===== config.mk =====
export PLATFORM = sky130hd
export DESIGN_NAME = instruction_fetch_unit
export DESIGN_NICKNAME = d
export VERILOG_FILES = /design/src/rtl/instruction_fetch_unit.sv
export SDC_FILE = /design/constraint.sdc
export NUM_CORES = 1
export LEC_CHECK = 0
export ABC_AREA = 0
export CORE_ASPECT_RATIO = 1.2
export CORE_MARGIN = 2
export CORE_UTILIZATION = 60
export DETAILED_ROUTE_END_ITERATION = 10
export DONT_BUFFER_PORTS = 1
export PLACE_DENSITY = 0.81
export RECOVER_POWER = 25
export SYNTH_ARGS = -nofsm -noshare
export SYNTH_HDL_FRONTEND = slang
export SYNTH_SLANG_ARGS = --single-unit

===== constraint.sdc =====
create_clock -name i_clk -period 5.85 [get_ports i_clk]
set_input_delay 0.2925 -clock i_clk [delete_from_list [all_inputs] [get_ports i_clk]]
set_output_delay 0.2925 -clock i_clk [all_outputs]
set_load 0.05 [all_outputs]

===== src/rtl/instruction_fetch_unit.sv =====
// Fetch sequencer: owns the PC, pulls opcode/operand bytes over req/ack and
// presents a complete instruction to the decoder with valid/ready.
module instruction_fetch_unit #(
  parameter int                ADDR_W       = 16,
  parameter logic [ADDR_W-1:0] RESET_VECTOR = '0
) (
  input  logic              i_clk,
  input  logic              i_rst,
  input  logic              i_clk_en,
  output logic [ADDR_W-1:0] o_mem_addr,
  output logic              o_mem_rd,
  input  logic              i_mem_ack,
  input  logic [7:0]        i_mem_data,
  output logic              o_ir_wr,
  output logic [7:0]        o_ir_data,
  output logic [15:0]       o_operand,
  output logic [1:0]        o_instr_len,
  output logic              o_instr_valid,
  input  logic              i_instr_ready,
  input  logic              i_jump_en,
  input  logic [ADDR_W-1:0] i_jump_addr,
  output logic [ADDR_W-1:0] o_pc
);

  typedef enum logic [1:0] {F_OP, F_LO, F_HI, HOLD} state_t;

  state_t            r_state, w_next;
  logic [ADDR_W-1:0] r_pc;
  logic              r_mem_rd;
  logic              r_ir_wr;
  logic [7:0]        r_ir_data;
  logic [15:0]       r_operand;
  logic [1:0]        r_instr_len;
  logic              r_instr_valid;
  logic              w_take;
  logic [1:0]        w_len;

  // An ack only counts while a request is actually outstanding.
  assign w_take = r_mem_rd & i_mem_ack;

  always_comb begin
    w_len  = 2'd3;
    w_next = r_state;
    case (i_mem_data[7:6])
      2'b00:   w_len = 2'd1;
      2'b01:   w_len = 2'd2;
      default: w_len = 2'd3;
    endcase
    if (i_jump_en) begin
      w_next = F_OP;
    end else begin
      case (r_state)
        F_OP:    if (w_take) w_next = (w_len == 2'd1) ? HOLD : F_LO;
        F_LO:    if (w_take) w_next = (r_instr_len == 2'd2) ? HOLD : F_HI;
        F_HI:    if (w_take) w_next = HOLD;
        HOLD:    if (i_instr_ready) w_next = F_OP;
        default: w_next = F_OP;
      endcase
    end
  end

  always_ff @(posedge i_clk) begin
    if (i_rst) begin
      r_state       <= F_OP;
      r_pc          <= RESET_VECTOR;
      r_mem_rd      <= 1'b0;
      r_ir_wr       <= 1'b0;
      r_ir_data     <= 8'h00;
      r_operand     <= 16'h0000;
      r_instr_len   <= 2'd0;
      r_instr_valid <= 1'b0;
    end else if (i_clk_en) begin
      r_state  <= w_next;
      r_mem_rd <= (w_next != HOLD);
      r_ir_wr  <= 1'b0;
      if (i_jump_en) begin
        r_pc          <= i_jump_addr;
        r_instr_valid <= 1'b0;
      end else begin
        if (w_take) r_pc <= r_pc + 1'b1;
        case (r_state)
          F_OP: if (w_take) begin
            r_ir_data   <= i_mem_data;
            r_instr_len <= w_len;
            r_operand   <= 16'h0000;
            r_ir_wr     <= 1'b1;
          end
          F_LO:    if (w_take) r_operand[7:0]  <= i_mem_data;
          F_HI:    if (w_take) r_operand[15:8] <= i_mem_data;
          HOLD:    if (i_instr_ready) r_instr_valid <= 1'b0;
          default: ;
        endcase
        if (w_next == HOLD && r_state != HOLD) r_instr_valid <= 1'b1;
      end
    end
  end

  // The strobe is tied to the enable so the IR never sees it on a stalled cycle.
  assign o_ir_wr       = r_ir_wr & i_clk_en;
  assign o_mem_addr    = r_pc;
  assign o_mem_rd      = r_mem_rd;
  assign o_pc          = r_pc;
  assign o_ir_data     = r_ir_data;
  assign o_operand     = r_operand;
  assign o_instr_len   = r_instr_len;
  assign o_instr_valid = r_instr_valid;

endmodule


== Word level (Yosys, flattened, before mapping) ==
Cells that the tools add are included.

* Register bits after elaboration: 47
* Output and inout port bits: 61
* Logic and storage cells: 60
* Input bits: 30

* Bitwise gates (word level): 3
* Eq/ne operators: 12
* Mux-type cells: 22
* $add $sub $neg: 1
* Reductions and logical operators: 13

{| class="wikitable"
|+ Operators by type and width
! kind !! count
|-
| $mux W16 || 3
|-
| $pmux W8 S2 || 2
|-
| $add A16 B1 Y16 const B || 1
|-
| $mux W2 || 6
|-
| $ne A2 B2 Y1 const B || 5
|-
| $reduce_and A5 Y1 || 2
|-
| $eq A2 B2 Y1 const B || 4
|-
| $mux W1 || 8
|-
| $mux W8 || 1
|-
| $pmux W2 S4 || 1
|-
| $eq A2 B1 Y1 const B || 3
|-
| $reduce_bool A2 Y1 || 3
|-
| $reduce_bool A3 Y1 || 2
|-
| $logic_not A2 Y1 || 2
|-
| $pmux W2 S2 || 1
|-
| $reduce_and A4 Y1 || 1
|-
| $reduce_and A3 Y1 || 1
|-
| $and A1 B1 Y1 || 2
|-
| $reduce_and A2 Y1 || 1
|-
| $logic_and A1 B1 Y1 || 1
|-
| $not A1 Y1 || 1
|}

== Depth between registers and ports, before layout ==
Gate-level depths: netlist (run 1).

* Depth in word-level cells: 11
* Gate-level depth with buffers: 7
* Mapped depth without buffers: 5

== Least setup slack after synthesis (run 1) ==
Ideal clock, no wire load.

* Kind: register to register
* From: register r_pc[0], in the netlist o_mem_addr[0]
* To: register r_pc[14], in the netlist o_mem_addr[14]
* Slack: 3.472 ns
* Path buffers: 0
* Data arrival time: 2.304 ns
* Library setup time: 0.074 ns
* Cell stages (with the launch flop): 6
* Required time: 5.776 ns
* Period minus slack after synthesis: 2.378 ns
* Cell sequence: dfxtp_1 -> ha_1 -> nand3_2 -> or4_4 -> or4_1 -> a31oi_1

* Word-level cells in the longest chain between the ends: 3

{| class="wikitable"
|+ Ends and longest elaborated chain
! what !! line !! source
|-
| from (decl) || 28 || <nowiki>logic [ADDR_W-1:0] r_pc;</nowiki>
|-
| from (signal assigned) || 77 || <nowiki>r_pc <= i_jump_addr;</nowiki>
|-
| from (signal assigned) || 80 || <nowiki>if (w_take) r_pc <= r_pc + 1'b1;</nowiki>
|-
| $add A16 B1 Y16 || 80 ||
|-
| $mux W16 || 80 ||
|-
| $mux W16 || 76 || <nowiki>if (i_jump_en) begin</nowiki>
|}

Every way passes these cells. The select of a mux whose other input is x is not followed.
A chain may end at the register's enable or synchronous reset.

== Worst setup path in the final report (run 1) ==
* From: register r_pc[4], in the netlist o_mem_addr[4]
* To: register r_pc[13], in the netlist o_mem_addr[13]

Same word-level chain as after synthesis.

==> results.yml, run 1 <==
cells_and_area:
  layout_commonest_cell: "dfxtp_1"
  final_cell_mix: "dfxtp_1, nand2_1, a21oi_1"
  fillCellCount: 374
  postLayoutCellArea_um2: 2380
  multi_input_area_um2: 1180
  final_nets: 310
  drive_gt1_share_pct: 6.43
  syn_to_final_growth_pct: 0.422
  antenna_cells: 0
  regArea_um2: 941
global_routing:
  grt_pass1_wl_um: 8260
  grt-ovfl-total: 0
  grt_start_max_net_pins: 49
  antenna_found_initial: 0
  grt_pass1_vias: 1916
  grtUsageTotal_pct: 24.0
sta:
  tightest_slew_ps: 1420
  clock_skew_ps: 9.39
  setup_viol: 0
  fin_tns_setup_ps: 0
  drv_slew: 0
  post-route-period-util_pct: 50.5
  hold_viol_final: 0
  max_clock_freq_ghz: 0.338
  max-slew-margin-rel_pct: 5.41
  rsz0062_at_grt: "no"
  finalCriticalPeriod_ps: 2960
power:
  power_uw: 722
  p_leak_uw: 0.000770
  p_seq_share_pct: 53.3
  comb_power_share_pct: 6.2
  p_int_uw: 519
  switching_share_pct: 28.2
  powerDensity_nw_per_um2: 303
  switchingPower_uw: 203
  power.share.clock_pct: 40.5
  irDropWorstVdd_uv: 173
yosys:
  synthAdderAreaFrac_pct: 0.527
  synth_xor_area_share_pct: 0
  synth_edf_count: 0
  syn-num-nets: 337
  synth_mux_area_share_pct: 1.26
  syn_area_um2: 2370
  syn_area_per_cell_um2: 7.76
  synth_top_family_by_area: "simple AND/OR/NAND/NOR gates"
  synth_cell_types: 48
  synthCells: 306
  yosysWarnings: 0
  synth-simple-area-share_pct: 25.0
  synth-main-ff-cell: "dfxtp_1"
  synth_compound_area_share_pct: 23.1
  ys_seq_area_share_pct: 39.6
  ys_ff_latch: 47
  synthArstFlopShare_pct: 0
run:
  maxCapViolations: 0
clocking:
  worstSkewPairLatency_ps: 300
  post_cts_resized: 0
  clockRootBuffer: "clkbuf_8"
  holdBufCountCts: 0
  postCtsSetupRepairBufs: 0
  cts.path.max_buffers: 2
  cts_sinks: 47
  clkTransAtPathRegs_ps: 100
  cts_tree: "yes"
  htreeDepth: 2
  cts_buffers: 5
drt:
  dr_wl_met3_um: 457
  met2_length_um: 2740
  viasPerCell: 6.25
  wl_per_cell_um: 16.2
  totalWireLength_um: 5420
  wl_met1_um: 2120
  vias: 2089
  drt_iter0_drc: 113
  top_layer_used: "met4"
  final_antenna_net_count: 0
  route.detailed.drc: 0
  dr.pass1.iters: 4
floorplanning:
  rows: 25
  ioPinCount: 91
  core_um2: 3880
  initial_core_util_pct: 61.2
  die_y_um: 72.9
  die_w_um: 61.4
  design.die.area_um2: 4480
placed_design:
  io_buffer_count: 0
  place_hpwl_um: 3630
  post_dp_cell_area_um2: 2250
  gp_congestion: 0.803
setup_path:
  worstSetupPathType: "register to register"
  end_kind: "register"
  crit_path_cell_trace: "clkbuf_1, nand4_1, nor4_1, a311o_1, a31oi_1"
  crit_slowest_cell: "clkbuf_1"
  start_kind: "register"
  required_ps: 6030
  cp_data_arrival_time_ps: 3140
  worstPathMaxFanout: 9
  max_stage_delay_ps: 1030
hold_path:
  min_path_type: "primary input to register"
status:
  run_status: "complete, no violations"
[path summary, 6_finish.rpt]
kind | start | end | slack [ps] | depth (start not counted)
setup / recovery | o_mem_addr[4]$_SDFFE_PP0P_ | o_mem_addr[13]$_SDFFE_PP0P_ | 2890 | 5
hold / removal | i_rst | o_mem_addr[2]$_SDFFE_PP0P_ | 40 | 1
hold reg to reg | r_ir_wr$_SDFFE_PP0P_ | r_ir_wr$_SDFFE_PP0P_ | 510 | 2
setup reg to reg | o_mem_addr[4]$_SDFFE_PP0P_ | o_mem_addr[13]$_SDFFE_PP0P_ | 2890 | 5
[cell usage after synthesis, drive strengths merged (5+ instances only)]
cell type / instances / area [µm²]
dfxtp: 47 / 941
nand2: 39 / 146
a21oi: 37 / 185
nand3: 24 / 125
o21ai: 21 / 105
nor2: 20 / 75.1
buf: 19 / 146
clkbuf: 18 / 68.8
a31oi: 8 / 50.1
inv: 7 / 26.3
nand4: 5 / 31.3
nor2b: 5 / 31.3
[cell type report]
type                    count  share of cell area, %
clock buffers               5                   2.89
inverters                   7                   1.10
flip-flops and latches     47                   39.5
well taps                  54                   2.83
repair buffers              4                   1.10
multi-input cells         214                   49.6
clock inverters             3                   2.99
[power groups by stage]
stage	clock [µW]	sequential, µW	combinational, µW
final	293	385	44.9
after CTS	296	385	45.3
after global routing	305	387	50.1
after floorplan	0	374	71.7
after global placement	0	392	44.8
after detailed placement	0	392	45.0
[state kept, by name, indices dropped and copies added (netlist names)]
signal	cells
o_mem_addr	16
r_ir_wr	1
o_ir_data	8
o_operand	16
o_instr_len	2
o_instr_valid	1
o_mem_rd	1
r_state	2
[cells by family after synthesis]
family | count (synthesis)
and+or+nand+nor | 119
AOI/OAI and AO/OA | 91
DFF | 47
buffers and inverters | 45
muxes | 3
adders and majority gates | 1
[worst max-delay path: cells and delay by family, from the launching register on]
family                 cells  cell delay, ps
buffers and inverters      1            1030
AOI/OAI and AO/OA          2             350
and+or+nand+nor            2            1130
DFF                        1             320
[stage by stage]
| step | utilization (%) | cells | setup WS [ps] | hold slack, ps |
|---|---|---|---|---|
| floorplan | - | 306 | 3470 | 401 |
| global placement | 58.0 | 326 | 3000 | 366 |
| detailed placement | 58.0 | 326 | 2950 | 367 |
| CTS | 61.6 | 334 | 2910 | 37.2 |
| global route | 61.5 | 334 | 2720 | 34.3 |
| finish | 61.5 | 334 | 2890 | 44.2 |
[metal layers]
layer  track usage [%]  vias to the layer above
met5                 0                        -
met4              11.1                        0
met3              7.27                       11
met2              41.3                       90
met1              26.4                      963
li1                  -                     1025
(Power assumes the default switching activity.)
==> run 2: changes to the inputs <==
--- a/config.mk
+++ b/config.mk
@@ -8,10 +8,10 @@
 export ABC_AREA = 0
 export CORE_ASPECT_RATIO = 1.2
 export CORE_MARGIN = 2
-export CORE_UTILIZATION = 60
+export CORE_UTILIZATION = 56
 export DETAILED_ROUTE_END_ITERATION = 10
 export DONT_BUFFER_PORTS = 1
-export PLACE_DENSITY = 0.81
+export PLACE_DENSITY = 0.79
 export RECOVER_POWER = 25
 export SYNTH_ARGS = -nofsm -noshare
 export SYNTH_HDL_FRONTEND = slang
==> constraint.sdc (replaced) <==
create_clock -name i_clk -period 2.53 [get_ports i_clk]
set_input_delay 0.1265 -clock i_clk [delete_from_list [all_inputs] [get_ports i_clk]]
set_output_delay 0.1265 -clock i_clk [all_outputs]
set_load 0.05 [all_outputs]
==> run 2 against run 1 <==
Design area is 8.6% higher. Clock-buffer cell count stayed put. Sequential share of layout area is 3.1 points lower. Die area is 6.7% higher. Critical path type unchanged. Flip-flop and latch count stayed put.
==> results.yml, run 2 (synthesis gave the netlist of run 1 again) <==
clocking:
  holdBufCountCts: 13
  cts.path.max_buffers: 2
  post_cts_resized: 0
  clkTransAtPathRegs_ps: 100
  cts_sinks: 47
  worstSkewPairLatency_ps: 310
  htreeDepth: 2
  cts_tree: "yes"
  clockRootBuffer: "clkbuf_8"
  cts_buffers: 5
  postCtsSetupRepairBufs: 0
drt:
  totalWireLength_um: 5900
  route.detailed.drc: 0
  wl_per_cell_um: 16.2
  dr.pass1.iters: 4
  viasPerCell: 6.25
  vias: 2268
  drt_iter0_drc: 249
  final_antenna_net_count: 0
setup_path:
  path_buf_inv: 2
  r2r_start: "o_mem_rd$_SDFFE_PP0P_"
  crit_slowest_cell: "dlygate4sd3_1"
  cp_data_arrival_time_ps: 2530
  crit_path_cell_trace: "buf_4, nand4b_2, nor2_1, nand3_1, a21oi_1, dlygate4sd3_1"
  max_stage_delay_ps: 580
  start_kind: "register"
  end_kind: "register"
  worstSetupPathType: "register to register"
  cp_top_family: "simple AND/OR/NAND/NOR gates"
  worstPathMaxFanout: 9
  crit_start: "o_mem_rd$_SDFFE_PP0P_"
  required_ps: 2780
floorplanning:
  core_um2: 4000
  ioPinCount: 91
  die_w_um: 63.4
  rows: 25
  die_y_um: 75.3
  initial_core_util_pct: 59.3
  design.die.area_um2: 4780
cells_and_area:
  drive_gt1_share_pct: 10.4
  layout_commonest_cell: "dfxtp_1"
  final_cell_mix: "dfxtp_1, nand2_1, a21oi_1"
  final_nets: 339
  antenna_cells: 0
  syn_to_final_growth_pct: 9.01
sta:
  finalCriticalPeriod_ps: 2270
  hold_viol_final: 0
  max-slew-margin-rel_pct: 13.8
  clock_skew_ps: 7.79
  fin_tns_setup_ps: 0
  tightest_slew_ps: 1290
  max_clock_freq_ghz: 0.440
  setup_viol: 0
  drv_slew: 0
  rsz0062_at_grt: "no"
  post-route-period-util_pct: 89.8
power:
  p_int_uw: 1030
  power_uw: 1540
  p_seq_share_pct: 51.3
  power.share.clock_pct: 31.8
  irDropWorstVdd_uv: 408
  comb_power_share_pct: 16.9
  powerDensity_nw_per_um2: 593
  switching_share_pct: 32.7
  switchingPower_uw: 502
  p_leak_uw: 0.000882
status:
  run_status: "complete, no violations"
global_routing:
  grt_start_max_net_pins: 49
  grt_pass1_wl_um: 9100
  grtUsageTotal_pct: 24.1
  grt_pass1_vias: 1978
  antenna_found_initial: 0
  grt-ovfl-total: 0
placed_design:
  gp_congestion: 0.782
  io_buffer_count: 0
  place_hpwl_um: 3820
hold_path:
  min_path_type: "primary input to register"
  holdCritStartpoint: "i_mem_data[7]"
run:
  maxCapViolations: 0
[run 2: power groups by stage]
| stage | clock network (µW) | logic, µW | registers (µW) |
|---|---|---|---|
| floorplan | 0 | 166 | 865 |
| global placement | 0 | 227 | 804 |
| detailed placement | 0 | 228 | 805 |
| CTS | 503 | 262 | 787 |
| global route | 524 | 275 | 791 |
| finish | 488 | 260 | 787 |
[run 2: layout make-up]
cell class / count / area (µm²)
timing repair buffer: 33 / 275
tap: 54 / 67.6
sequential: 47 / 941
fill: 369 / 1420
multi-input combinational: 214 / 1180
clock buffer: 5 / 68.8
clock inverter: 3 / 26.3
inverter: 7 / 26.3
[run 2: stage by stage]
step / cell area [µm²] / util (%) / hold WS (ps) / instances / setup slack [ps]
6_report: 2590 / 64.7 / 3.35 / 363 / 258
5_1_grt: 2590 / 64.7 / 7.45 / 363 / 108
4_1_cts: 2600 / 65.0 / 0.616 / 363 / 329
3_5_place_dp: 2370 / 59.2 / 202 / 342 / 546
3_3_place_gp: 2370 / 59.2 / 199 / 342 / 620
2_1_floorplan: 2370 / - / 235 / 306 / 152
[run 2: path summary, 6_finish.rpt]
check,end,slack (ps),cells past startpoint
min reg2reg,r_ir_wr$_SDFFE_PP0P_,500,2
min,o_instr_len[1]$_SDFFE_PP0P_,3,2
max reg2reg,o_operand[11]$_SDFFE_PP0P_,260,6
max,o_operand[11]$_SDFFE_PP0P_,260,6
[run 2: layer usage]
layer	up-vias	part of all wire (%)	track usage, %	wire (µm)
met1	1056	39	28.3	2310
met5	-	0	0	0
met3	11	8.4	7.68	495
met4	0	1.8	9.90	106
met2	116	51	41.4	2990
li1	1085	-	-	-
==> run 3: changes to the inputs <==
--- a/config.mk
+++ b/config.mk
@@ -12,7 +12,7 @@
 export DETAILED_ROUTE_END_ITERATION = 10
 export DONT_BUFFER_PORTS = 1
 export PLACE_DENSITY = 0.79
-export RECOVER_POWER = 25
+export RECOVER_POWER = 50
 export SYNTH_ARGS = -nofsm -noshare
 export SYNTH_HDL_FRONTEND = slang
 export SYNTH_SLANG_ARGS = --single-unit
==> run 3 against run 2 <==
Sequential share of layout area grew 0.21 points. Design area shrank 0.58%. First-iteration DRC count grew 7.2%. Die area is the same. Via count shrank 1.9%. Hold slack lost 0.62 ps. Non-clock buffer count is the same. Routed wire length grew 0.44%. Clock skew shrank 1.4 ps. Flip-flop and latch count is the same. Critical path type unchanged. Largest cell class unchanged. Largest power group unchanged.
==> results.yml, run 3 (synthesis gave the netlist of run 1 again) <==
clocking:
  cts_tree: "yes"
  clkTransAtPathRegs_ps: 100
  post_cts_resized: 0
  holdBufCountCts: 13
  clockRootBuffer: "clkbuf_8"
  htreeDepth: 2
  postCtsSetupRepairBufs: 0
  cts_buffers: 5
  cts.path.max_buffers: 2
  cts_sinks: 47
  worstSkewPairLatency_ps: 310
cells_and_area:
  fillCellCount: 372
  postLayoutCellArea_um2: 2570
  final_nets: 339
  final_cell_mix: "dfxtp_1, nand2_1, a21oi_1"
  antenna_cells: 0
  layout_commonest_cell: "dfxtp_1"
  syn_to_final_growth_pct: 8.38
  drive_gt1_share_pct: 9.06
drt:
  wl_per_cell_um: 16.3
  route.detailed.drc: 0
  viasPerCell: 6.13
  dr_wl_met3_um: 500
  totalWireLength_um: 5920
  drt_iter0_drc: 267
  vias: 2226
  dr.pass1.iters: 4
  wl_met1_um: 2350
  final_antenna_net_count: 0
  top_layer_used: "met4"
  met2_length_um: 2960
sta:
  post-route-period-util_pct: 89.3
  tightest_slew_ps: 1450
  setup_viol: 0
  drv_slew: 0
  finalCriticalPeriod_ps: 2260
  hold_viol_final: 0
  max-slew-margin-rel_pct: 3.39
  rsz0062_at_grt: "no"
  clock_skew_ps: 6.37
  fin_tns_setup_ps: 0
  max_clock_freq_ghz: 0.442
setup_path:
  cp_data_arrival_time_ps: 2510
  required_ps: 2780
  r2r_start: "o_mem_rd$_SDFFE_PP0P_"
  crit_start: "o_mem_rd$_SDFFE_PP0P_"
  worstPathMaxFanout: 9
  start_kind: "register"
  end_kind: "register"
  worstSetupPathType: "register to register"
floorplanning:
  core_um2: 4000
  die_w_um: 63.4
  design.die.area_um2: 4780
  rows: 25
  initial_core_util_pct: 59.3
  die_y_um: 75.3
  ioPinCount: 91
placed_design:
  place_hpwl_um: 3820
  io_buffer_count: 0
  gp_congestion: 0.782
  post_dp_cell_area_um2: 2370
power:
  p_leak_uw: 0.000866
  irDropWorstVdd_uv: 409
  powerDensity_nw_per_um2: 595
hold_path:
  min_path_type: "primary input to register"
  holdCritStartpoint: "i_mem_data[7]"
run:
  maxCapViolations: 0
status:
  run_status: "complete, no violations"
global_routing:
  grt_pass1_wl_um: 9100
  antenna_found_initial: 0
  grt_pass1_vias: 1978
  grt-ovfl-total: 0
  grt_start_max_net_pins: 49
  grtUsageTotal_pct: 24.1
[run 3: cell types whose count changed in the layout (fill, tap and decap cells not counted)]
cell	delta
buf_4	-4
clkbuf_1	+4
[run 3: routing by layer]
metal	global-route usage, %	vias to the layer above
met4	9.90	0
met1	28.3	1031
met2	41.4	98
li1	-	1085
met5	0	-
met3	7.68	12
[run 3: cell type report]
| class | instances | area [µm²] | share of cell area [%] |
|---|---|---|---|
| Tap cell | 54 | 67.6 | 2.63 |
| Clock buffer | 5 | 68.8 | 2.67 |
| Multi-Input combinational cell | 214 | 1180 | 46.0 |
| Sequential cell | 47 | 941 | 36.6 |
| Inverter | 7 | 26.3 | 1.02 |
| Clock inverter | 3 | 26.3 | 1.02 |
| Timing Repair Buffer | 33 | 260 | 10.1 |
[run 3: worst paths after layout]
path	end	slack [ps]	depth (start not counted)
max	o_operand[11]$_SDFFE_PP0P_	270	6
min	o_instr_len[1]$_SDFFE_PP0P_	3	2
max reg2reg	o_operand[11]$_SDFFE_PP0P_	270	6
min reg2reg	r_ir_wr$_SDFFE_PP0P_	500	2
[run 3: worst max-delay path, cell delays in order (launching register included)]
cell	delay [ps]
dfxtp_1	320
buf_4	230
nand4b_2	270
nor2_1	500
nand3_1	140
a21oi_1	170
dlygate4sd3_1	580
[run 3: metrics by stage]
stage	util, %	std cells	total power (µW)	hold slack [ps]	setup slack [ps]
3_5_place_dp	59.2	342	1030	202	546
4_1_cts	65.0	363	1550	0.616	329
5_1_grt	64.3	363	1590	7.45	65.2
6_report	64.3	363	1530	2.74	270
3_3_place_gp	59.2	342	1030	199	620
2_1_floorplan	-	306	1030	235	152
[run 3: power breakdown]
part | total (µW) | switching (µW) | internal [µW]
registers | 787 | 28.1 | 759
logic | 257 | 192 | 65.0
clock network | 489 | 283 | 206
